**src/rtl/hls_phi_add_unit_pkg.sv**
```systemverilog
`default_nettype none
// ============================================================================
// Module   : hls_phi_add_unit_pkg
// Purpose  : Shared constants for the phi/add loop-carried-value datapath.
//            BB_ID_W      - width of every basic-block ID
//            ENTRY_BB     - ID of the entry block (reset value of last_block)
//            DEFAULT_*    - default data width and phi pair count
// Revision : 1.0 - initial release
// ============================================================================
package hls_phi_add_unit_pkg;

    localparam int BB_ID_W         = 32;
    localparam logic [BB_ID_W-1:0] ENTRY_BB = '0;
    localparam int DEFAULT_WIDTH   = 32;
    localparam int DEFAULT_NB_PAIR = 2;

endpackage
`default_nettype wire

```
**src/rtl/hls_phi_add_unit_add.sv**
```systemverilog
`default_nettype none
// ============================================================================
// Module   : add
// Purpose  : Modular unsigned adder, out = (in0 + in1) mod 2^WIDTH.
// Ports    : in0, in1 - operands (WIDTH)
//            out      - sum with carry-out discarded (WIDTH)
// Revision : 1.0 - initial release
// ============================================================================
module add #(
    parameter int WIDTH = 32
) (
    input  logic [WIDTH-1:0] in0,
    input  logic [WIDTH-1:0] in1,
    output logic [WIDTH-1:0] out
);

    // Result truncated to WIDTH: signed and unsigned wrap coincide.
    assign out = in0 + in1;

endmodule
`default_nettype wire

```
**src/rtl/hls_phi_add_unit_br_dummy.sv**
```systemverilog
`default_nettype none
// ============================================================================
// Module   : br_dummy
// Purpose  : Branch-unit marker; kept so generated netlists keep the same
//            hierarchy. No ports, no behaviour.
// Revision : 1.0 - initial release
// ============================================================================
module br_dummy;
endmodule
`default_nettype wire

```
**src/rtl/hls_phi_add_unit_phi.sv**
```systemverilog
`default_nettype none
// ============================================================================
// Module   : phi
// Purpose  : Phi multiplexer keyed on the last executed basic block.
//            Selects the value of the lowest-index pair whose block ID equals
//            last_block; drives zero when no pair matches.
// Ports    : in         - packed values, pair i at [i*WIDTH +: WIDTH]
//            s          - packed block IDs, pair i at [i*BB_ID_W +: BB_ID_W]
//            last_block - ID of the most recently completed block
//            out        - selected value (WIDTH)
// Revision : 1.0 - initial release
// ============================================================================
module phi
    import hls_phi_add_unit_pkg::*;
#(
    parameter int NB_PAIR = DEFAULT_NB_PAIR,
    parameter int WIDTH   = DEFAULT_WIDTH
) (
    input  logic [NB_PAIR*WIDTH-1:0]   in,
    input  logic [NB_PAIR*BB_ID_W-1:0] s,
    input  logic [BB_ID_W-1:0]         last_block,
    output logic [WIDTH-1:0]           out
);

    // Scan from the highest pair down so that the lowest matching index is
    // the last to write and therefore wins when IDs are duplicated.
    always_comb begin
        out = '0;
        for (int i = NB_PAIR - 1; i >= 0; i--) begin
            if (s[i*BB_ID_W +: BB_ID_W] == last_block) begin
                out = in[i*WIDTH +: WIDTH];
            end
        end
    end

endmodule
`default_nettype wire

```
**src/rtl/hls_phi_add_unit.sv**
```systemverilog
`default_nettype none
// ============================================================================
// Module   : hls_phi_add_unit
// Purpose  : Loop-carried-value datapath: i = phi(init, i_next);
//            i_next = i + step. Tracks the last executed basic block, selects
//            the phi input keyed on it, adds step and registers the sum.
// Ports    : clk, rst   - clock and asynchronous active-high reset
//            bb_en      - load bb_id into last_block
//            bb_id      - ID of the block just completed
//            phi_in     - packed phi values (NB_PAIR x WIDTH)
//            phi_s      - packed phi block IDs (NB_PAIR x 32)
//            step       - increment operand
//            res_en     - load sum into result
//            last_block - registered last-block ID
//            phi_out    - combinational phi selection
//            sum        - combinational phi_out + step
//            result     - registered sum
// Revision : 1.0 - initial release
// ============================================================================
module hls_phi_add_unit
    import hls_phi_add_unit_pkg::*;
#(
    parameter int WIDTH   = DEFAULT_WIDTH,
    parameter int NB_PAIR = DEFAULT_NB_PAIR
) (
    input  logic                       clk,
    input  logic                       rst,
    input  logic                       bb_en,
    input  logic [BB_ID_W-1:0]         bb_id,
    input  logic [NB_PAIR*WIDTH-1:0]   phi_in,
    input  logic [NB_PAIR*BB_ID_W-1:0] phi_s,
    input  logic [WIDTH-1:0]           step,
    input  logic                       res_en,
    output logic [BB_ID_W-1:0]         last_block,
    output logic [WIDTH-1:0]           phi_out,
    output logic [WIDTH-1:0]           sum,
    output logic [WIDTH-1:0]           result
);

    logic [BB_ID_W-1:0] r_last_block;
    logic [WIDTH-1:0]   r_result;
    logic [WIDTH-1:0]   w_phi_out;
    logic [WIDTH-1:0]   w_sum;

    // Both registers sample on the same edge, so with bb_en and res_en high
    // together result captures the sum selected by the pre-edge last_block.
    always_ff @(posedge clk or posedge rst) begin
        if (rst) begin
            r_last_block <= ENTRY_BB;
        end else if (bb_en) begin
            r_last_block <= bb_id;
        end
    end

    always_ff @(posedge clk or posedge rst) begin
        if (rst) begin
            r_result <= '0;
        end else if (res_en) begin
            r_result <= w_sum;
        end
    end

    phi #(
        .NB_PAIR    (NB_PAIR),
        .WIDTH      (WIDTH)
    ) u_phi (
        .in         (phi_in),
        .s          (phi_s),
        .last_block (r_last_block),
        .out        (w_phi_out)
    );

    add #(
        .WIDTH (WIDTH)
    ) u_add (
        .in0   (w_phi_out),
        .in1   (step),
        .out   (w_sum)
    );

    br_dummy u_br_dummy ();

    assign last_block = r_last_block;
    assign phi_out    = w_phi_out;
    assign sum        = w_sum;
    assign result     = r_result;

endmodule
`default_nettype wire

```
**config.mk**
```make
export PLATFORM = sky130hd
export DESIGN_NAME = hls_phi_add_unit
export DESIGN_NICKNAME = d
export VERILOG_FILES = /design/src/rtl/hls_phi_add_unit_pkg.sv /design/src/rtl/hls_phi_add_unit_add.sv /design/src/rtl/hls_phi_add_unit_br_dummy.sv /design/src/rtl/hls_phi_add_unit_phi.sv /design/src/rtl/hls_phi_add_unit.sv
export SDC_FILE = /design/constraint.sdc
export NUM_CORES = 1
export LEC_CHECK = 0
export CORE_MARGIN = 8
export CORE_UTILIZATION = 35
export DETAILED_ROUTE_END_ITERATION = 6
export GPL_TIMING_DRIVEN = 0
export HOLD_SLACK_MARGIN = 0.1
export PLACE_DENSITY = 0.77
export SLEW_MARGIN = 10
export SYNTH_ARGS = -nofsm -noshare
export SYNTH_HDL_FRONTEND = slang
export SYNTH_SLANG_ARGS = --single-unit
```
**constraint.sdc**
```tcl
create_clock -name clk -period 8.3 [get_ports clk]
set_clock_uncertainty 0.15 [all_clocks]
set_input_delay 2.075 -clock clk [delete_from_list [all_inputs] [get_ports clk]]
set_output_delay 2.075 -clock clk [all_outputs]
set_load 0.05 [all_outputs]
```
==> summary.txt <==
Synthesis
  – Async SR Flop Fraction: 1.00
  – Post-synthesis cell area: 0.00523 sq mm
  – Commonest cells post-synth: xor2_1, dfrtp_1, mux2_2
  – Syn Area/Cell: 9.77 sq um
  – Net Count, Synth: 763
  – Post-synth EDFFs: 0
  – Yosys cell types: 60
  – Cell taking the most area after synthesis: dfrtp_1
  – Most used DFF post-synth: dfrtp_1
  – Count leader, synth: xor2_1
  – Synth area leaders: dfrtp_1, mux2_2, xor2_1
  – Synthesized instance count: 535
  – Synthesis Warnings: 0
  – Share of the synthesized area in the top cell type: 0.307
  – Post-synthesis sequential area ratio: 0.307
  – Yosys reg bits: 64

Timing
  – Clock period minus worst slack: 8.26 ns
  – Final setup fails: 0
  – Least-Margin Pin Slew: 0.817 ns
  – Slew Viols, Final: 0
  – Fin crit share: 0.996
  – Relative slew slack: 0.455
  – Final Hold Viols: 0
  – Max Freq: 121 MHz
  – RSZ-0062 raised after global routing: yes
  – Final setup margin: 0.0366 ns

Critical path
  – Setup CP Type: input port to output pin
  – CP peak stage delay: 0.41 ns
  – Worst path most repeated cell: buf_6
  – Largest delay share family, worst path: compound AO/OA/AOI/OAI gates
  – Max Fanout on Critical Path: 10
  – Crit-path cells: clkdlybuf4s50_1, xor2_1, nor4_1, nand4_1, nor3_4, buf_6, buf_6, a22o_1, ha_1, a21o_1, a21oi_2, o211ai_1, o21ai_2, a21o_1, nand2_2, a311oi_2, buf_6
  – Slowest cell on the critical path: clkdlybuf4s50_1
  – Reg-to-reg slack, setup: 3.90 ns
  – Worst setup EP type: output pin
  – Worst Path Arrival: 6.04 ns
  – CP Launch Type: input port
  – CP required: 6.08 ns
  – Buf/Inv on CP: 4

Routing
  – Residual DRC: 0
  – Routed wire length: 23.4 mm
  – DR vias/cell: 5.30
  – Detail Route Antenna Nets: 0
  – DRT iter0 DRCs: 322
  – Via Count: 5723
  – DR pass1 iterations: 6
  – Drt wl/cell: 21.7 microns

Clock tree
  – Hold Buf Count CTS: 0
  – CTS buffer count: 9
  – Clock transition at path regs: 0.06 ns
  – CTS root buffer: clkbuf_16
  – CTS tree: done
  – Clk_lat worst skew: 0.34 ns
  – Num Clock Sinks: 64
  – H-tree depth: 3
  – Clock Path Buffers: 2

Power
  – Seq pwr share: 0.304
  – P_sw: 0.451 mW
  – Int Pwr: 0.793 mW
  – Clk network pwr share: 0.320
  – Switching fraction of total power: 0.363
  – Max VDD drop: 107 uV
  – Leakage: 4.25 nW
  – PwrDens: 130 mW/mm^2
  – Part of the power in combinational logic: 0.377

Finish
  – Final non-filler cell total: 1079
  – Layout cell share with drive strength beyond 1: 0.219
  – Fillers: 1171
  – Nets@finish: 1114
  – Syn-to-layout area delta: 83.5%

Worst hold path
  – Min-Delay Path Class: flop to flop

Placement
  – Pre-CTS setup slack: -1.57 ns
  – Final HPWL DP: 19.2 mm
  – Port Buffers: 322
  – Placed cells: 1042
  – GP Congestion: 0.857

Die
  – Die area: 0.0191 sq mm
  – Site Rows: 44
  – Initial core utilization: 0.358
  – Core outline area: 0.0146 sq mm
  – Die width: 138 microns
  – Die Y: 138 microns
  – I/O pin cnt: 324

Flow run
  – Max-cap violation count: 0

Global routing
  – Total global routing overflow: 0
  – First-pass GRT wire length: 35.3 mm
  – Initial antenna violation count: 5
  – Vias in the first global route: 6203
  – Largest net degree at the start of global routing: 41
  – GRT Resource Usage Total: 0.234

Status
  – Status: finished, final reports clean
[layout by cell type (no fill, tap or decap), types with 13 or more instances in the layout]
cell type        Yosys  layout
mux2_2              58      58
nor2_1              22      17
a21oi_1             31      25
dlymetal6s2s_1       0      29
o21ai_1             12      13
clkdlybuf4s50_1      0     267
buf_4                0      26
a22o_1              31      24
xor2_1              72      68
a21o_1              17      17
xnor2_1             17      17
ha_1                31      27
nor4_2               0      13
nand2_1             30      25
dfrtp_1             64      64
[registers in the layout, indices dropped and copies added, names as in the netlist]
name	count
result	32
last_block	32
[power groups by stage]
stage	combinational, mW	clock (mW)	sequential (mW)
2_1_floorplan	0.136	0	0.485
4_1_cts	0.462	0.406	0.377
3_5_place_dp	0.458	0	0.383
6_report	0.469	0.397	0.378
3_3_place_gp	0.453	0	0.382
5_1_grt	0.493	0.417	0.383
[worst paths after layout]
| kind | start | to | cells after the start |
|---|---|---|---|
| min | result[0]$_DFFE_PP0P_ | result[0]$_DFFE_PP0P_ | 1 |
| min reg2reg | result[0]$_DFFE_PP0P_ | result[0]$_DFFE_PP0P_ | 1 |
| max reg2reg | last_block[13]$_DFFE_PP0P_ | result[16]$_DFFE_PP0P_ | 18 |
| min in group asynchronous | rst | result[4]$_DFFE_PP0P_ | 2 |
| max in group asynchronous | rst | result[7]$_DFFE_PP0P_ | 3 |
| max | phi_s[37] | sum[30] | 17 |
[what timing repair did]
action / 4_1_cts / 5_1_grt
setup endpoints to repair: 30 / 29
pin swaps: 8 / 34
setup buffers: 5 / 15
resized for setup: 140 / 91
[metrics by stage]
| step | instance area, sq um | power [mW] | util | hold slack, ns | setup TNS [ns] |
|---|---|---|---|---|---|
| 2_1_floorplan | 5240 | 0.622 | - | 0.627 | -0.0544 |
| 3_3_place_gp | 8690 | 0.835 | 0.596 | 0.333 | -30.22 |
| 3_5_place_dp | 8710 | 0.841 | 0.597 | 0.344 | -30.40 |
| 4_1_cts | 9140 | 1.24 | 0.627 | 0.357 | -0.277 |
| 5_1_grt | 9590 | 1.29 | 0.657 | 0.364 | -0.192 |
| 6_report | 9590 | 1.24 | 0.657 | 0.356 | 0 |
[layout make-up]
cell class                      count  area, sq um  share of cell area
Clock inverter                      6         68.8             0.00718
Tap cell                          184          230              0.0240
Buffer                             18         97.6              0.0102
Antenna cell                        4         10.0             0.00104
Multi-Input combinational cell    440         3850               0.401
Inverter                           10         40.0             0.00418
Clock buffer                       10          239              0.0249
Timing Repair Buffer              343         3450               0.360
Sequential cell                    64         1600               0.167
[routing by layer]
layer  part of all wire  global-route usage  up-vias
met1               0.38               0.248     2726
met2               0.52               0.424      268
met5            0.00043                   0        -
met4              0.029              0.0847        2
met3              0.077              0.0743       37
li1                   -                   -     2690
[kinds of logic after synthesis]
| group | synth area share |
|---|---|
| simple gates | 0.114 |
| fa+ha+maj | 0.0781 |
| compound gates | 0.196 |
| buf+inv | 0.0232 |
| mux | 0.130 |
| xor+xnor | 0.152 |
| flops | 0.307 |
Note: power is estimated with default switching activity, not from simulation.
